--- config.mk ---
export PLATFORM = sky130hd
export DESIGN_NAME = dht_ascii_fmt_flat
export DESIGN_NICKNAME = d
export VERILOG_FILES = /design/src/rtl/dht_ascii_fmt_if.sv /design/src/rtl/dht_ascii_fmt.sv /design/src/flat_wrapper.sv
export SDC_FILE = /design/constraint.sdc
export NUM_CORES = 1
export LEC_CHECK = 0
export ABC_AREA = 1
export CAP_MARGIN = 25
export CORE_UTILIZATION = 30
export DETAILED_ROUTE_END_ITERATION = 8
export PLACE_DENSITY = 0.6
export RECOVER_POWER = 25
export SLEW_MARGIN = 5
export SYNTH_ARGS = -nofsm -noshare
export SYNTH_HDL_FRONTEND = slang
export SYNTH_SLANG_ARGS = --single-unit
export TNS_END_PERCENT = 50
--- constraint.sdc ---
create_clock -name sys_clk -period 1.3 [get_ports sys_clk]
set_input_delay 0.26 -clock sys_clk [delete_from_list [all_inputs] [get_ports sys_clk]]
set_output_delay 0.26 -clock sys_clk [all_outputs]
set_load 0.05 [all_outputs]
--- src/rtl/dht_ascii_fmt_if.sv ---
// dht_ascii_fmt_if: request/result bundle between sensor scaling logic and the ASCII formatter
//   start     : one-cycle conversion request
//   bin_in    : CH_NUM unsigned values, channel c at [c*BIN_W +: BIN_W]
//   sign_in   : per-channel negative flag
//   busy      : conversion in progress
//   done      : one-cycle pulse when ascii_out/ovf/sign_out have just updated
//   ascii_out : channel c digit d (d=0 units) at [(c*DIGITS+d)*8 +: 8]
//   sign_out  : sign flags captured with the request
//   ovf       : per-channel value >= 10^DIGITS
interface dht_ascii_fmt_if #(
  parameter int CH_NUM = 2,
  parameter int BIN_W  = 17,
  parameter int DIGITS = 6
);
  logic                       start;
  logic [CH_NUM*BIN_W-1:0]    bin_in;
  logic [CH_NUM-1:0]          sign_in;
  logic                       busy;
  logic                       done;
  logic [CH_NUM*DIGITS*8-1:0] ascii_out;
  logic [CH_NUM-1:0]          sign_out;
  logic [CH_NUM-1:0]          ovf;
  modport master (output start, bin_in, sign_in, input busy, done, ascii_out, sign_out, ovf);
  modport slave (input start, bin_in, sign_in, output busy, done, ascii_out, sign_out, ovf);
endinterface

--- src/rtl/dht_ascii_fmt.sv ---
// dht_ascii_fmt: multi-channel binary-to-ASCII formatter using one shared double-dabble engine
//   sys_clk   : rising-edge clock
//   sys_rst_n : asynchronous active-low reset
//   bus       : dht_ascii_fmt_if slave (start/bin_in/sign_in in, busy/done/ascii_out/sign_out/ovf out)
module dht_ascii_fmt #(
  parameter int CH_NUM   = 2,
  parameter int BIN_W    = 17,
  parameter int DIGITS   = 6,
  parameter bit BLANK_LZ = 1'b0
) (
  input logic         sys_clk,
  input logic         sys_rst_n,
  dht_ascii_fmt_if.slave bus
);
  localparam int CH_W  = CH_NUM > 1 ? $clog2(CH_NUM) : 1;
  localparam int CNT_W = BIN_W > 1 ? $clog2(BIN_W) : 1;
  localparam int BCD_W = DIGITS * 4;
  localparam int CHB_W = DIGITS * 8;
  localparam int OUT_W = CH_NUM * CHB_W;
  function automatic logic [63:0] pow10(input int n);
    logic [63:0] p;
    p = 64'd1;
    for (int i = 0; i < n; i++) p = p * 64'd10;
    return p;
  endfunction
  localparam logic [63:0] P10 = pow10(DIGITS);
  // When 10^DIGITS does not fit in BIN_W+1 bits no input can reach it, so all-ones is a safe unreachable limit
  localparam logic [BIN_W:0] OVF_LIM = (P10 >> (BIN_W + 1)) != 64'd0 ? {(BIN_W+1){1'b1}} : P10[BIN_W:0];
  typedef enum logic [2:0] {IDLE, LOAD, SHIFT, STORE, DONE} state_t;
  state_t state, nxt;
  logic [CH_NUM*BIN_W-1:0] snap_bin;
  logic [CH_NUM-1:0]       snap_sign;
  logic [CH_W-1:0]         ch;
  logic [BIN_W-1:0]        sr;
  logic [BCD_W-1:0]        bcd;
  logic [BCD_W-1:0]        bcd_adj;
  logic [CNT_W-1:0]        cnt;
  logic [CH_NUM-1:0]       ovf_sh;
  logic [OUT_W-1:0]        shadow;
  logic [OUT_W-1:0]        shadow_d;
  logic [CHB_W-1:0]        store_bytes;
  logic                    lead;
  logic                    last;
  assign last = ch == CH_W'(CH_NUM - 1);
  always_ff @(posedge sys_clk or negedge sys_rst_n)
    if (!sys_rst_n) state <= IDLE;
    else state <= nxt;
  always_comb begin
    nxt = state;
    case (state)
      IDLE:    nxt = bus.start ? LOAD : IDLE;
      LOAD:    nxt = SHIFT;
      SHIFT:   nxt = cnt == CNT_W'(BIN_W - 1) ? STORE : SHIFT;
      STORE:   nxt = last ? DONE : LOAD;
      DONE:    nxt = IDLE;
      default: nxt = IDLE;
    endcase
  end
  always_comb begin
    bus.busy = state != IDLE;
    bus.done = state == DONE;
  end
  // add-3 correction applied to every nibble before each shift
  always_comb begin
    bcd_adj = bcd;
    for (int i = 0; i < DIGITS; i++)
      bcd_adj[i*4 +: 4] = bcd[i*4 +: 4] >= 4'd5 ? bcd[i*4 +: 4] + 4'd3 : bcd[i*4 +: 4];
  end
  // walk from the top digit down; lead stays set while every digit seen so far is zero (units never blanked)
  always_comb begin
    store_bytes = '0;
    lead = 1'b1;
    for (int d = DIGITS - 1; d >= 0; d--) begin
      lead = lead && bcd[d*4 +: 4] == 4'd0 && d != 0;
      store_bytes[d*8 +: 8] = ovf_sh[ch] ? 8'h39 : (BLANK_LZ && lead) ? 8'h20 : {4'h3, bcd[d*4 +: 4]};
    end
  end
  always_comb begin
    shadow_d = shadow;
    if (state == STORE) shadow_d[ch*CHB_W +: CHB_W] = store_bytes;
  end
  // outputs load on the edge into DONE so they become visible in the same cycle as the done pulse
  always_ff @(posedge sys_clk or negedge sys_rst_n)
    if (!sys_rst_n) begin
      snap_bin      <= '0;
      snap_sign     <= '0;
      ch            <= '0;
      sr            <= '0;
      bcd           <= '0;
      cnt           <= '0;
      ovf_sh        <= '0;
      shadow        <= '0;
      bus.ascii_out <= {(CH_NUM*DIGITS){8'h30}};
      bus.sign_out  <= '0;
      bus.ovf       <= '0;
    end else begin
      shadow <= shadow_d;
      if (state == IDLE && bus.start) begin
        snap_bin  <= bus.bin_in;
        snap_sign <= bus.sign_in;
        ch        <= '0;
      end
      if (state == LOAD) begin
        sr         <= snap_bin[ch*BIN_W +: BIN_W];
        bcd        <= '0;
        cnt        <= '0;
        ovf_sh[ch] <= {1'b0, snap_bin[ch*BIN_W +: BIN_W]} >= OVF_LIM;
      end
      if (state == SHIFT) begin
        {bcd, sr} <= {bcd_adj[BCD_W-2:0], sr, 1'b0};
        cnt       <= cnt + 1'b1;
      end
      if (state == STORE && !last) ch <= ch + 1'b1;
      if (state == STORE && last) begin
        bus.ascii_out <= shadow_d;
        bus.ovf       <= ovf_sh;
        bus.sign_out  <= snap_sign;
      end
    end
endmodule

--- src/flat_wrapper.sv ---
// flat-port wrapper written by rule: the top's interface ports become plain ports
module dht_ascii_fmt_flat 
#(
  parameter int CH_NUM   = 2,
  parameter int BIN_W    = 17,
  parameter int DIGITS   = 6,
  parameter bit BLANK_LZ = 1'b0
)
  (sys_clk, sys_rst_n, bus_start, bus_bin_in, bus_sign_in, bus_busy, bus_done, bus_ascii_out, bus_sign_out, bus_ovf);
  dht_ascii_fmt_if #(.CH_NUM(CH_NUM), .BIN_W(BIN_W), .DIGITS(DIGITS)) bus_i ();
  input logic sys_clk;
  input logic sys_rst_n;
  input wire logic [$bits(bus_i.start)-1:0] bus_start;
  input wire logic [$bits(bus_i.bin_in)-1:0] bus_bin_in;
  input wire logic [$bits(bus_i.sign_in)-1:0] bus_sign_in;
  output wire logic [$bits(bus_i.busy)-1:0] bus_busy;
  output wire logic [$bits(bus_i.done)-1:0] bus_done;
  output wire logic [$bits(bus_i.ascii_out)-1:0] bus_ascii_out;
  output wire logic [$bits(bus_i.sign_out)-1:0] bus_sign_out;
  output wire logic [$bits(bus_i.ovf)-1:0] bus_ovf;
  assign bus_i.start = bus_start;
  assign bus_i.bin_in = bus_bin_in;
  assign bus_i.sign_in = bus_sign_in;
  assign bus_busy = bus_i.busy;
  assign bus_done = bus_i.done;
  assign bus_ascii_out = bus_i.ascii_out;
  assign bus_sign_out = bus_i.sign_out;
  assign bus_ovf = bus_i.ovf;
  dht_ascii_fmt #(.CH_NUM(CH_NUM), .BIN_W(BIN_W), .DIGITS(DIGITS), .BLANK_LZ(BLANK_LZ)) u_core (.sys_clk(sys_clk), .sys_rst_n(sys_rst_n), .bus(bus_i));
endmodule
==> results.toml, run 1 <==
[outcome]
status = "finished with violations"
violations = "setup timing"

[grt]
gr-total-overflow = 0
grt_pass1_wl_mm = 38.5
grt_start_max_net_pins = 75
grt_pass1_vias = 7427
antenna_found_initial = 0
grt_util_all_layers = 0.141

[synth]
synthArstFlopShare = 1.00
synth_edf_count = 0
yosys_warnings = 0
syn_inst = 1091
ys.flop_type = "dfrtp_1"
synth_seq_cells = 232
synth_area_um2 = 9720
ys_seq_area_frac = 0.600
yosysUniqueCellTypes = 24
synth.avg_cell_area_um2 = 8.91

[worst_setup_path]
startpoint = "u_core.state[1]$_DFF_PN0_"
endpoint_kind = "output port"
start_kind = "flop"
rr_worst_depth = 10
r2r-end = "u_core.shadow[17]$_DFF_PN0_"
path_class = "reg2out"
critPathRequiredTime_ns = 1.04
r2r_setup_slack_ns = -0.34
crit_fanout = 4
cp.arrival_ns = 1.46
timing.rr.start = "u_core.state[1]$_DFF_PN0_"

[clock_tree]
cts_buffers = 27
cts-root-buf = "clkbuf_16"
insertion_delay_ns = 0.54
clock_path_buffers = 3
cts_tree = "done"
cts.sinks = 232
h-tree-depth = 1
clk_pin_slew_worst_paths_ns = 0.06

[sta]
setup_violations = 295
setup_ws_ns = -0.422
finClkSkew_ns = 0.00897
fin_crit_sh = 1.32
rsz0062_at_grt = "true"
maxSlewViolCount = 0
tns_ns = -49.14
hold_ws_ns = 0.278
hold_viol_final = 0
fin_crit_ns = 1.72
max-slew-margin-rel = 0.380
max_freq_mhz = 581
worst_slew_pin_slew_ns = 0.929

[routing]
drt_iter0_drc = 432
drc = 0
antenna_left = 0
drt_first_pass_iters = 5
drt_wl_total_mm = 25.2
viasPerCell = 4.46
via_count = 7800
wl_per_cell_um = 14.4

[floorplanning]
dieArea_um2 = 33100
io_pins = 141
fp.dieW_um = 182
rows = 65
initial_core_util = 0.307
die_h_um = 182
core_region_area_um2 = 31700

[place]
io_buffers = 138
dpl.hpwl_mm = 14.6
place_inst = 1622
place_congestion = 0.748

[final_layout]
fin_nets = 1382
drive_above_1_share = 0.317
nFillCells = 2870
instances_no_fill = 1750
antenna_cells = 0
final_core_util = 0.481
area_growth_pct = 57.0

[hold_path]
whs_endpoint = "u_core.snap_bin[17]$_DFFE_PN0P_"
holdPathStages = 3
min_from = "bus_bin_in[17]"
hp-class = "in2reg"

[power]
cellPowerDensity_nw_per_um2 = 1910
power_leakage_nw = 7.55
vdd_ir_drop_max_mv = 1.45

[run]
drv_cap = 0
==> synth_stat cells (4+ instances only) <==
| cell type | number | area share |
|---|---|---|
| nand4_1 | 18 | 0.012 |
| ha_1 | 14 | 0.018 |
| dfstp_2 | 24 | 0.065 |
| dfrtp_1 | 208 | 0.54 |
| o21ai_1 | 22 | 0.011 |
| inv_2 | 4 | 0.0015 |
| inv_1 | 149 | 0.058 |
| o21ai_0 | 76 | 0.039 |
| buf_2 | 31 | 0.016 |
| or2_2 | 13 | 0.0084 |
| o21ai_2 | 20 | 0.018 |
| o21bai_1 | 6 | 0.0046 |
| nand2_1 | 377 | 0.15 |
| nor2_1 | 26 | 0.010 |
| nand3_1 | 70 | 0.036 |
| buf_6 | 8 | 0.0093 |
| clkbuf_1 | 14 | 0.0054 |
==> logic make-up after synthesis <==
group | count (synthesis) | share of synthesized area
simple gates | 509 | 0.215
flops | 232 | 0.600
compound gates | 126 | 0.0741
other cells | 1 | 0.000386
fa+ha+maj | 14 | 0.0180
buf+inv | 209 | 0.0920
==> worst max-delay path, stage by stage, from the launching register on <==
cell and delay (ns):
dfrtp_2 0.44, buf_6 0.13, nor3_4 0.20, buf_12 0.16
==> layout make-up <==
class / count / area, µm² / area share
Clock buffer: 37 / 763 / 0.0500
Inverter: 153 / 589 / 0.0386
Multi-Input combinational cell: 651 / 3460 / 0.227
Sequential cell: 232 / 5840 / 0.382
Tap cell: 402 / 503 / 0.0329
Clock inverter: 11 / 96.3 / 0.00631
Timing Repair inverter: 1 / 6.26 / 0.000410
Timing Repair Buffer: 263 / 4010 / 0.263
==> registers in the layout, indices dropped and copies added, names as in the netlist <==
signal                flops
u_core.sr                17
u_core.ch                 1
u_core.shadow            48
u_core.snap_sign          2
u_core.cnt                5
u_core.state              3
u_core.bcd               24
u_core.bus.sign_out       2
u_core.snap_bin          34
u_core.bus.ascii_out     96
==> how the worst max path moves through the flow <==
stage / to / slack, ns / depth (start not counted)
2_1_floorplan: u_core.bus.ascii_out[48]$_DFFE_PN0P_ / -0.03 / 8
3_3_place_gp: u_core.shadow[1]$_DFF_PN0_ / -0.05 / 5
3_5_place_dp: u_core.sr[9]$_DFFE_PN0P_ / -0.08 / 7
4_1_cts: bus_done / -0.44 / 3
5_1_grt: bus_done / -0.49 / 3
6_report: bus_done / -0.42 / 3
==> per-stage QoR <==
step	setup slack, ns	total power, mW	instance area (µm²)
6_report	-0.422	29.2	15300
5_1_grt	-0.489	30.9	15300
4_1_cts	-0.440	27.5	14100
3_5_place_dp	-0.0805	18.9	12800
3_3_place_gp	-0.0491	18.7	12800
2_1_floorplan	-0.0284	15.1	9750
==> metal layers <==
layer / track usage / wire length, µm
met5: 0 / 0
met2: 0.232 / 12000
met4: 0.0373 / 498
met3: 0.0273 / 1150
met1: 0.191 / 11500
==> report_power, final <==
group	internal (mW)	leakage (nW)	switching [mW]
clock	4.30	0.411	3.04
sequential	8.92	2.99	1.05
combinational	5.44	4.14	6.41
total	18.7	7.55	10.5
==> cells in the final DEF (no fill, tap or decap), types with 10 or more instances in the layout <==
| master | count |
|---|---|
| clkbuf_16 | 41 |
| nand4_1 | 18 |
| dfrtp_1 | 205 |
| buf_4 | 65 |
| nand2_1 | 349 |
| ha_1 | 14 |
| inv_1 | 148 |
| o21ai_1 | 38 |
| buf_6 | 14 |
| nand2_2 | 17 |
| nand2_4 | 11 |
| o21ai_2 | 34 |
| nor2_1 | 16 |
| nand3_2 | 35 |
| clkdlybuf4s50_1 | 37 |
| or2_2 | 10 |
| nand3_1 | 33 |
| buf_12 | 121 |
| o21ai_0 | 45 |
| dfstp_2 | 24 |
==> repair_timing <==
action | in CTS | in global routing
resized for setup | 37 | 165
gates cloned | 4 | 16
endpoints found under the setup margin | 229 | 328
hold buffers | 1 | 0
setup buffers | 21 | 43
endpoints found under the hold margin | 211 | 0
pin swaps | 3 | 42
Power figures use the tool's default switching activity.
==> run 2: changes to the inputs <==
--- a/config.mk
+++ b/config.mk
@@ -8,7 +8,9 @@
 export ABC_AREA = 1
 export CAP_MARGIN = 25
 export CORE_UTILIZATION = 30
+export CTS_CLUSTER_SIZE = 16
 export DETAILED_ROUTE_END_ITERATION = 8
+export GPL_ROUTABILITY_DRIVEN = 0
 export PLACE_DENSITY = 0.6
 export RECOVER_POWER = 25
 export SLEW_MARGIN = 5
==> run 2 against run 1 <==
Net effect: the run still ends with setup timing left; non-clock buffer count is 5 higher; clock-buffer cell count is 2 higher; total power is 0.61% higher; largest cell class unchanged.
==> results.toml, run 2 (synthesis gave the netlist of run 1 again) <==
[grt]
grt_util_all_layers = 0.139
gr-total-overflow = 0
grt_start_max_net_pins = 75
antenna_found_initial = 0
grt_pass1_vias = 7327
grt_pass1_wl_mm = 37.9

[floorplanning]
io_pins = 141
dieArea_um2 = 33100
fp.dieW_um = 182
die_h_um = 182
rows = 65
initial_core_util = 0.307
core_region_area_um2 = 31700

[hold_path]
hp-class = "in2reg"

[place]
dpl.hpwl_mm = 14.6
placed_cell_area_um2 = 12800
io_buffers = 138

[worst_setup_path]
critPathRequiredTime_ns = 1.77
crit_fanout = 8
path_class = "reg2reg"
start_kind = "flop"
cp.arrival_ns = 2.21
endpoint_kind = "flop"

[routing]
drc = 0
drt_wl_total_mm = 25.4
via_count = 7794
viasPerCell = 4.43
drt_iter0_drc = 383
wl_per_cell_um = 14.4
antenna_left = 0
drt_first_pass_iters = 5

[clock_tree]
clock_path_buffers = 3
h-tree-depth = 1
cts-root-buf = "clkbuf_16"
cts.sinks = 232
clk_pin_slew_worst_paths_ns = 0.06
insertion_delay_ns = 0.54
cts_tree = "done"
cts_buffers = 27

[sta]
setup_violations = 297
finClkSkew_ns = 0.0155
fin_crit_sh = 1.34
rsz0062_at_grt = "true"
hold_ws_ns = 0.273
setup_ws_ns = -0.444
max_freq_mhz = 574
maxSlewViolCount = 0
worst_slew_pin_slew_ns = 0.904
hold_viol_final = 0
fin_crit_ns = 1.74
max-slew-margin-rel = 0.397

[final_layout]
area_growth_pct = 56.5
largest_reg_flops = 96
fin_area_um2 = 15200
most-common-layout-cells = "nand2_1 (341), dfrtp_1 (203), inv_1 (148)"
drive_above_1_share = 0.299
reg_top3 = "u_core.bus.ascii_out x96, u_core.shadow x48, u_core.snap_bin x34"
fin_nets = 1388
regMostFlops = "u_core.bus.ascii_out"
antenna_cells = 0
final_common_cell = "nand2_1"

[outcome]
violations = "setup timing"
status = "finished with violations"

[power]
vdd_ir_drop_max_mv = 1.54
power_leakage_nw = 7.59
cellPowerDensity_nw_per_um2 = 1930

[run]
drv_cap = 0
==> run 2: per-stage QoR <==
step	utilization	instances	TNS, ns	worst slack, ns	power (mW)
after CTS	0.442	1694	-17.50	-0.443	27.2
final	0.480	1758	-65.84	-0.444	29.3
after detailed placement	0.405	1622	-4.87	-0.0805	18.9
after floorplan	-	1092	-0.827	-0.0284	15.1
after global placement	0.405	1622	-2.42	-0.0491	18.7
after global routing	0.480	1758	-89.56	-0.529	31.0
==> run 2: power breakdown <==
part | switching, mW | leakage, nW | internal, mW | total, mW
Clock | 3.07 | 0.435 | 4.44 | 7.51
Sequential | 1.09 | 2.99 | 8.92 | 10.0
Combinational | 6.26 | 4.17 | 5.56 | 11.8
==> run 2: per-layer routing <==
metal  GRT usage  share of wire
met1       0.188           0.45
met2       0.227           0.48
met3      0.0267          0.045
met4      0.0323          0.024
met5           0              0
==> run 2: final timing paths <==
kind | to | start | depth (start not counted) | slack (ns)
min in group asynchronous | u_core.bus.ascii_out[14]$_DFFE_PN0P_ | sys_rst_n | 2 | 0.39
setup / recovery | u_core.bus.ascii_out[18]$_DFFE_PN0P_ | u_core.state[1]$_DFF_PN0_ | 9 | -0.44
hold reg to reg | u_core.shadow[45]$_DFF_PN0_ | u_core.shadow[45]$_DFF_PN0_ | 2 | 0.45
max in group asynchronous | u_core.bus.ascii_out[20]$_DFFE_PN1P_ | sys_rst_n | 3 | 0.08
setup reg to reg | u_core.bus.ascii_out[18]$_DFFE_PN0P_ | u_core.state[1]$_DFF_PN0_ | 9 | -0.44
hold / removal | u_core.snap_bin[17]$_DFFE_PN0P_ | bus_bin_in[17] | 3 | 0.27
==> run 2: cell type report <==
type                    count  area [µm²]
inverters                 153         602
fillers                  2855       16500
flip-flops and latches    232        5840
clock inverters            11         105
well taps                 402         503
multi-input cells         651        3280
clock buffers              39         791
repair buffers            268        4070
repair inverters            2        22.5
==> run 2: critical path, stage by stage, from the launching register on <==
cell and delay (ns):
dfrtp_2 0.43, buf_6 0.12, buf_6 0.09, nand3_4 0.08, buf_6 0.13, nor2_4 0.26, clkinv_8 0.16, buf_12 0.17
buf_6 0.11, o21ai_2 0.10
==> run 2: timing repair <==
action                                 CTS  global route
endpoints found under the hold margin  211             0
pin swaps                                2            10
gates resized for setup                 22           146
setup buffers                           19            47
setup endpoints to repair              226           327
gates cloned                             2            19
hold buffers                             1             0
